`src/rtl/alu_cmd_issuer.sv`:
```
// Initiator for an 8-bit combinational ALU.
// Takes commands over a valid/ready stream and drives operands and opcode into the ALU.
// Captures each result together with its flags into a first-word-fall-through response FIFO.
// Keeps an accumulator so that a command can use the previous legal result as operand 0.
module alu_cmd_issuer #(
    parameter int WIDTH     = 8,
    parameter int RSP_DEPTH = 4   // power of two, >= 2
) (
    input  logic             clk,
    input  logic             rst_n,
    input  logic             cmd_valid,
    output logic             cmd_ready,
    input  logic [2:0]       cmd_op,
    input  logic [WIDTH-1:0] cmd_a,
    input  logic [WIDTH-1:0] cmd_b,
    input  logic             cmd_use_acc,
    output logic [WIDTH-1:0] alu_in0,
    output logic [WIDTH-1:0] alu_in1,
    output logic [2:0]       alu_op,
    input  logic [WIDTH-1:0] alu_out,
    output logic             rsp_valid,
    input  logic             rsp_ready,
    output logic [WIDTH-1:0] rsp_data,
    output logic             rsp_zero,
    output logic             rsp_neg,
    output logic             rsp_illegal,
    output logic             busy
);

    localparam int PTR_W = $clog2(RSP_DEPTH);
    localparam int CNT_W = PTR_W + 1;
    localparam logic [CNT_W-1:0] DEPTH_C = CNT_W'(RSP_DEPTH);

    typedef enum logic [1:0] {IDLE, ISSUE, CAPTURE} state_t;

    typedef struct packed {
        logic [WIDTH-1:0] data;
        logic             zero;
        logic             neg;
        logic             illegal;
    } rsp_t;

    state_t           state_q;
    logic [WIDTH-1:0] alu_in0_q, alu_in1_q, acc_q;
    logic [2:0]       alu_op_q;
    logic             illegal_q;

    rsp_t             mem_q [RSP_DEPTH];
    logic [PTR_W-1:0] wr_ptr_q, wr_ptr_d, rd_ptr_q, rd_ptr_d;
    logic [CNT_W-1:0] count_q, count_d;

    logic  accept, push, pop;
    rsp_t  push_entry, head;

    // Ready is held low during reset even though the state already reads IDLE.
    assign cmd_ready = rst_n && (state_q == IDLE) && (count_q < DEPTH_C);
    assign accept    = cmd_valid && cmd_ready;
    assign push      = (state_q == CAPTURE);
    assign rsp_valid = (count_q != '0);
    assign pop       = rsp_valid && rsp_ready;
    assign busy      = (state_q != IDLE) || rsp_valid;

    assign push_entry = '{data:    alu_out,
                          zero:    (alu_out == '0),
                          neg:     alu_out[WIDTH-1],
                          illegal: illegal_q};

    // Head entry is shown only while valid; an empty FIFO reads as all zeros.
    assign head        = rsp_valid ? mem_q[rd_ptr_q] : '0;
    assign rsp_data    = head.data;
    assign rsp_zero    = head.zero;
    assign rsp_neg     = head.neg;
    assign rsp_illegal = head.illegal;

    assign alu_in0 = alu_in0_q;
    assign alu_in1 = alu_in1_q;
    assign alu_op  = alu_op_q;

    // Issue FSM: latch operands on accept, wait one settle cycle, then capture the result.
    // NOTE: non-blocking assignments keep every register sampling pre-edge values.
    always_ff @(posedge clk or negedge rst_n) begin
        if (!rst_n) begin
            state_q   <= IDLE;
            alu_in0_q <= '0;
            alu_in1_q <= '0;
            alu_op_q  <= '0;
            illegal_q <= 1'b0;
            acc_q     <= '0;
        end else begin
            case (state_q)
                IDLE: begin
                    if (accept) begin
                        alu_in0_q <= cmd_use_acc ? acc_q : cmd_a;
                        alu_in1_q <= cmd_b;
                        alu_op_q  <= cmd_op;
                        illegal_q <= (cmd_op > 3'd4);
                        state_q   <= ISSUE;
                    end
                end
                ISSUE:   state_q <= CAPTURE;
                CAPTURE: begin
                    if (!illegal_q) acc_q <= alu_out;
                    state_q <= IDLE;
                end
                default: state_q <= IDLE;
            endcase
        end
    end

    // Next-state pointers and occupancy; a simultaneous push and pop leaves the count unchanged.
    // NOTE: every output is given a default first so that no latch is inferred.
    always_comb begin
        wr_ptr_d = wr_ptr_q;
        rd_ptr_d = rd_ptr_q;
        count_d  = count_q;
        if (push) wr_ptr_d = wr_ptr_q + PTR_W'(1);
        if (pop)  rd_ptr_d = rd_ptr_q + PTR_W'(1);
        case ({push, pop})
            2'b10:   count_d = count_q + CNT_W'(1);
            2'b01:   count_d = count_q - CNT_W'(1);
            default: count_d = count_q;
        endcase
    end

    // FIFO control registers; reset discards every buffered response.
    always_ff @(posedge clk or negedge rst_n) begin
        if (!rst_n) begin
            wr_ptr_q <= '0;
            rd_ptr_q <= '0;
            count_q  <= '0;
        end else begin
            wr_ptr_q <= wr_ptr_d;
            rd_ptr_q <= rd_ptr_d;
            count_q  <= count_d;
        end
    end

    // FIFO storage write on capture.
    // NOTE: storage is not reset; stale entries are unreachable because the count is reset.
    always_ff @(posedge clk) begin
        if (push) mem_q[wr_ptr_q] <= push_entry;
    end

endmodule

```
`config.mk`:
```
export PLATFORM = sky130hd
export DESIGN_NAME = alu_cmd_issuer
export DESIGN_NICKNAME = d
export VERILOG_FILES = /design/src/rtl/alu_cmd_issuer.sv
export SDC_FILE = /design/constraint.sdc
export NUM_CORES = 1
export LEC_CHECK = 0
export CORE_ASPECT_RATIO = 0.8
export CORE_MARGIN = 3
export CORE_UTILIZATION = 48
export CTS_BUF_LIST = sky130_fd_sc_hd__clkbuf_4
export CTS_CLUSTER_SIZE = 20
export DETAILED_ROUTE_END_ITERATION = 6
export PLACE_DENSITY_LB_ADDON = 0.08
export SETUP_SLACK_MARGIN = 0.3
export SYNTH_ARGS = -nofsm -noshare
export SYNTH_HDL_FRONTEND = slang
export SYNTH_SLANG_ARGS = --single-unit
```
`constraint.sdc`:
```
create_clock -name clk -period 1.82 [get_ports clk]
set_input_delay 0.455 -clock clk [delete_from_list [all_inputs] [get_ports clk]]
set_output_delay 0.455 -clock clk [all_outputs]
set_load 0.01 [all_outputs]
```
==> metrics.txt <==
arrival time at the worst endpoint=1.84 ns; worst hold path class=primary input to async pin; Root Buffer=clkbuf_4; top-area cell type share of the netlist area=37.5%; drt drc=0; Placed Area=0.00421 mm^2; Layout Cells excl Fill=393; worst r2r path cells=10; Int Power=4.81 mW; Data required, critical path=1.36 ns; final hold vios=0; CP Capture Type=output port; clk sink count=77; antenna violations before repair=0; fin nets=345; total number of vias=2,017; GRT Total Usage=19.4%; worst path cell trace=buf_6 -> buf_12 -> mux4_2 -> and2_4 -> buf_6; syn_nets=230; total of max-cap violations=0; CTS tree=done; slowest stage cell, crit path=mux4_2; drt first-iter violations=114; H-tree depth=3; Overall Power=6.98 mW; status=complete, but fails checks; DR WL/cell=17.9 um; die height=79.1 um; share of layout cells above drive strength 1=51.6%; CP Max Fanout=5; Syn Area/Cell=16.7 um^2; Setup-failing EPs final=16; final period utilization=126%; Rows=25; 1st-pass router iterations=4; Clock transition at path regs=0.12 ns; Tightest Pin Transition=0.464 ns; Power Density=1500 mW/mm^2; RSZ-0062 raised after global routing=yes; number of standard cells after synthesis=192; Ant. Diodes=0; total core area=0.00619 mm^2; critical path class=flip-flop to output port; Clock power frac=14.6%; sequential element share of the synthesized area=66.4%; Pleak=1.97 nW; largest net degree at the start of global routing=38; routed wire length=7.04 mm; FF+latch count, synth=77; IO Pins=65; Top cell by count, worst path=buf_6; Startpoint Class=flip-flop; clock tree buffer depth=2; post-route cell area=0.00464 mm^2; clock latency on the worst-skew pair=0.43 ns; area grow syn2layout=44.7%; Hold Buf Count CTS=0; Final Util=74.9%; failing checks=setup timing; switch share=31.0%; Hold WS=0.0658 ns; register-to-register setup slack=-0.30 ns; Comb power frac=48.2%; crit-path max cell delay=0.50 ns; Initial Util=51.8%; number of global-route vias before repair=2,089; reg2reg end=count_q[2]$_DFFE_PN0P_; global-route wire length before repair=11.2 mm; FMAX=436 MHz; cell taking the most area after synthesis=edfxtp_1; die width=97.4 um; Placer Congestion=0.708; Syn Std Cell Area=0.00321 mm^2; Yosys warnings=0; Final ANT Viol Nets=0; Peak VDD IR=0.858 mV; placed insts=359; final slew viol count=0; Psw=2.16 mW; Die ar.=0.00770 mm^2; drt via density=5.13; Port Buffer Count=64; synth top area cells=edfxtp_1, dfrtp_1, mux4_2, mux2_2, mux2_4; FF-to-FF Start=count_q[0]$_DFFE_PN0P_; relative slew slack=69.0%; Reg power frac=37.2%; library cells used by synthesis=29; total grt overflow=0; fin worst setup slack=-0.471 ns; Max Clock Skew=0.0165 ns; Final min period=2.29 ns; final HPWL from detailed placement=4.62 mm; total CTS buffers=9
layout make-up:
type	instances	area [um^2]
well taps	81	101
inverters	8	30.0
flip-flops and latches	77	2130
fillers	378	1560
multi-input cells	97	1130
repair buffers	114	1110
clock inverters	6	63.8
clock buffers	10	75.1
layout by cell type, fill, tap and decap left out, drive strengths merged, types with 3 or more instances in the layout:
cell,instances
a31oi,8
inv,8
buf,80
clkinv,3
clkdlybuf4s50,30
and2,15
nor2,3
edfxtp,40
clkbuf,14
dfrtp,37
mux2,19
xnor2,3
mux2i,10
ha,5
a21oi,8
mux4,10
xor2,3
how the worst max path moves through the flow:
stage,from,end,slack (ns),cells after the start
2_1_floorplan,count_q[0]$_DFFE_PN0P_,count_q[2]$_DFFE_PN0P_,0.05,8
3_3_place_gp,rsp_ready,count_q[2]$_DFFE_PN0P_,-0.33,8
3_5_place_dp,rsp_ready,count_q[2]$_DFFE_PN0P_,-0.34,8
4_1_cts,rd_ptr_q[0]$_DFFE_PN0P_,rsp_neg,-0.48,5
5_1_grt,rd_ptr_q[0]$_DFFE_PN0P_,rsp_data[7],-0.56,5
6_report,rd_ptr_q[0]$_DFFE_PN0P_,rsp_neg,-0.47,5
cells in the mapped netlist:
cell type	count
edfxtp_1	40
dfrtp_1	37
and2_1	15
mux2_2	11
mux2i_1	10
mux4_2	10
a21oi_1	8
a31oi_1	8
inv_1	8
mux2_4	8
ha_1	5
clkbuf_1	4
buf_2	3
xnor2_1	3
xor2_1	3
nor2_1	2
nor2b_1	2
o21ai_0	2
or3_1	2
or4_1	2
buf_1	1
buf_4	1
buf_6	1
fa_1	1
nand2_1	1
nand2_2	1
nand3_1	1
nor2_4	1
nor4b_4	1
state kept, by name, summed over array words and instances (netlist names), 2 cells and up:
| register | count |
|---|---|
| alu_in1 | 8 |
| alu_op | 3 |
| mem_q | 40 |
| alu_in0 | 8 |
| wr_ptr_q | 2 |
| state_q | 2 |
| acc_q | 8 |
| count_q | 3 |
| rd_ptr_q | 2 |
critical path, delay by kind of cell, from the launching register on:
| family | cells | cell delay (ns) |
|---|---|---|
| multiplexers | 1 | 0.50 |
| AND/OR/NAND/NOR | 1 | 0.16 |
| flip-flops | 1 | 0.41 |
| buffers and inverters | 3 | 0.34 |
logic make-up (layout without fill, tap and decap cells):
family                     count (synthesis)  count (layout)  synth area share [%]
adders and majority gates                  6               6                  2.58
AOI/OAI and AO/OA                         18              18                  3.12
DFF                                       77              77                  66.4
xor gates and xnor gates                   6               6                  1.64
muxes                                     39              39                  17.8
buffers and inverters                     18             138                  2.58
and+or+nand+nor                           28              28                  5.97
routing by layer:
| metal | up-vias | wire length, um | GRT usage, % |
|---|---|---|---|
| li1 | 941 | - | - |
| met1 | 1014 | 3050 | 26.2 |
| met2 | 52 | 3620 | 31.4 |
| met3 | 10 | 289 | 5.97 |
| met4 | 0 | 78 | 4.56 |
| met5 | - | 0 | 0 |
per-stage QoR:
stage               setup slack, ns  setup TNS, ns
floorplan                    0.0539              0
global route                 -0.559          -8.26
CTS                          -0.481          -6.52
global placement             -0.329          -3.99
finish                       -0.471          -6.40
detailed placement           -0.341          -4.29
power groups by stage:
stage	Combinational [mW]	Sequential (mW)	Clock, mW
global placement	2.83	2.60	0
CTS	3.24	2.59	1.04
detailed placement	2.88	2.62	0
floorplan	1.44	2.68	0
finish	3.36	2.59	1.02
global route	3.62	2.66	1.12
timing repair:
| action | CTS | global route |
|---|---|---|
| cloned | 2 | 0 |
| setup endpoints to repair | 95 | 61 |
| resized for setup | 167 | 28 |
| setup buffers | 11 | 5 |
| pin swaps | 21 | 5 |
No activity file was read; power rests on OpenSTA's default activity.
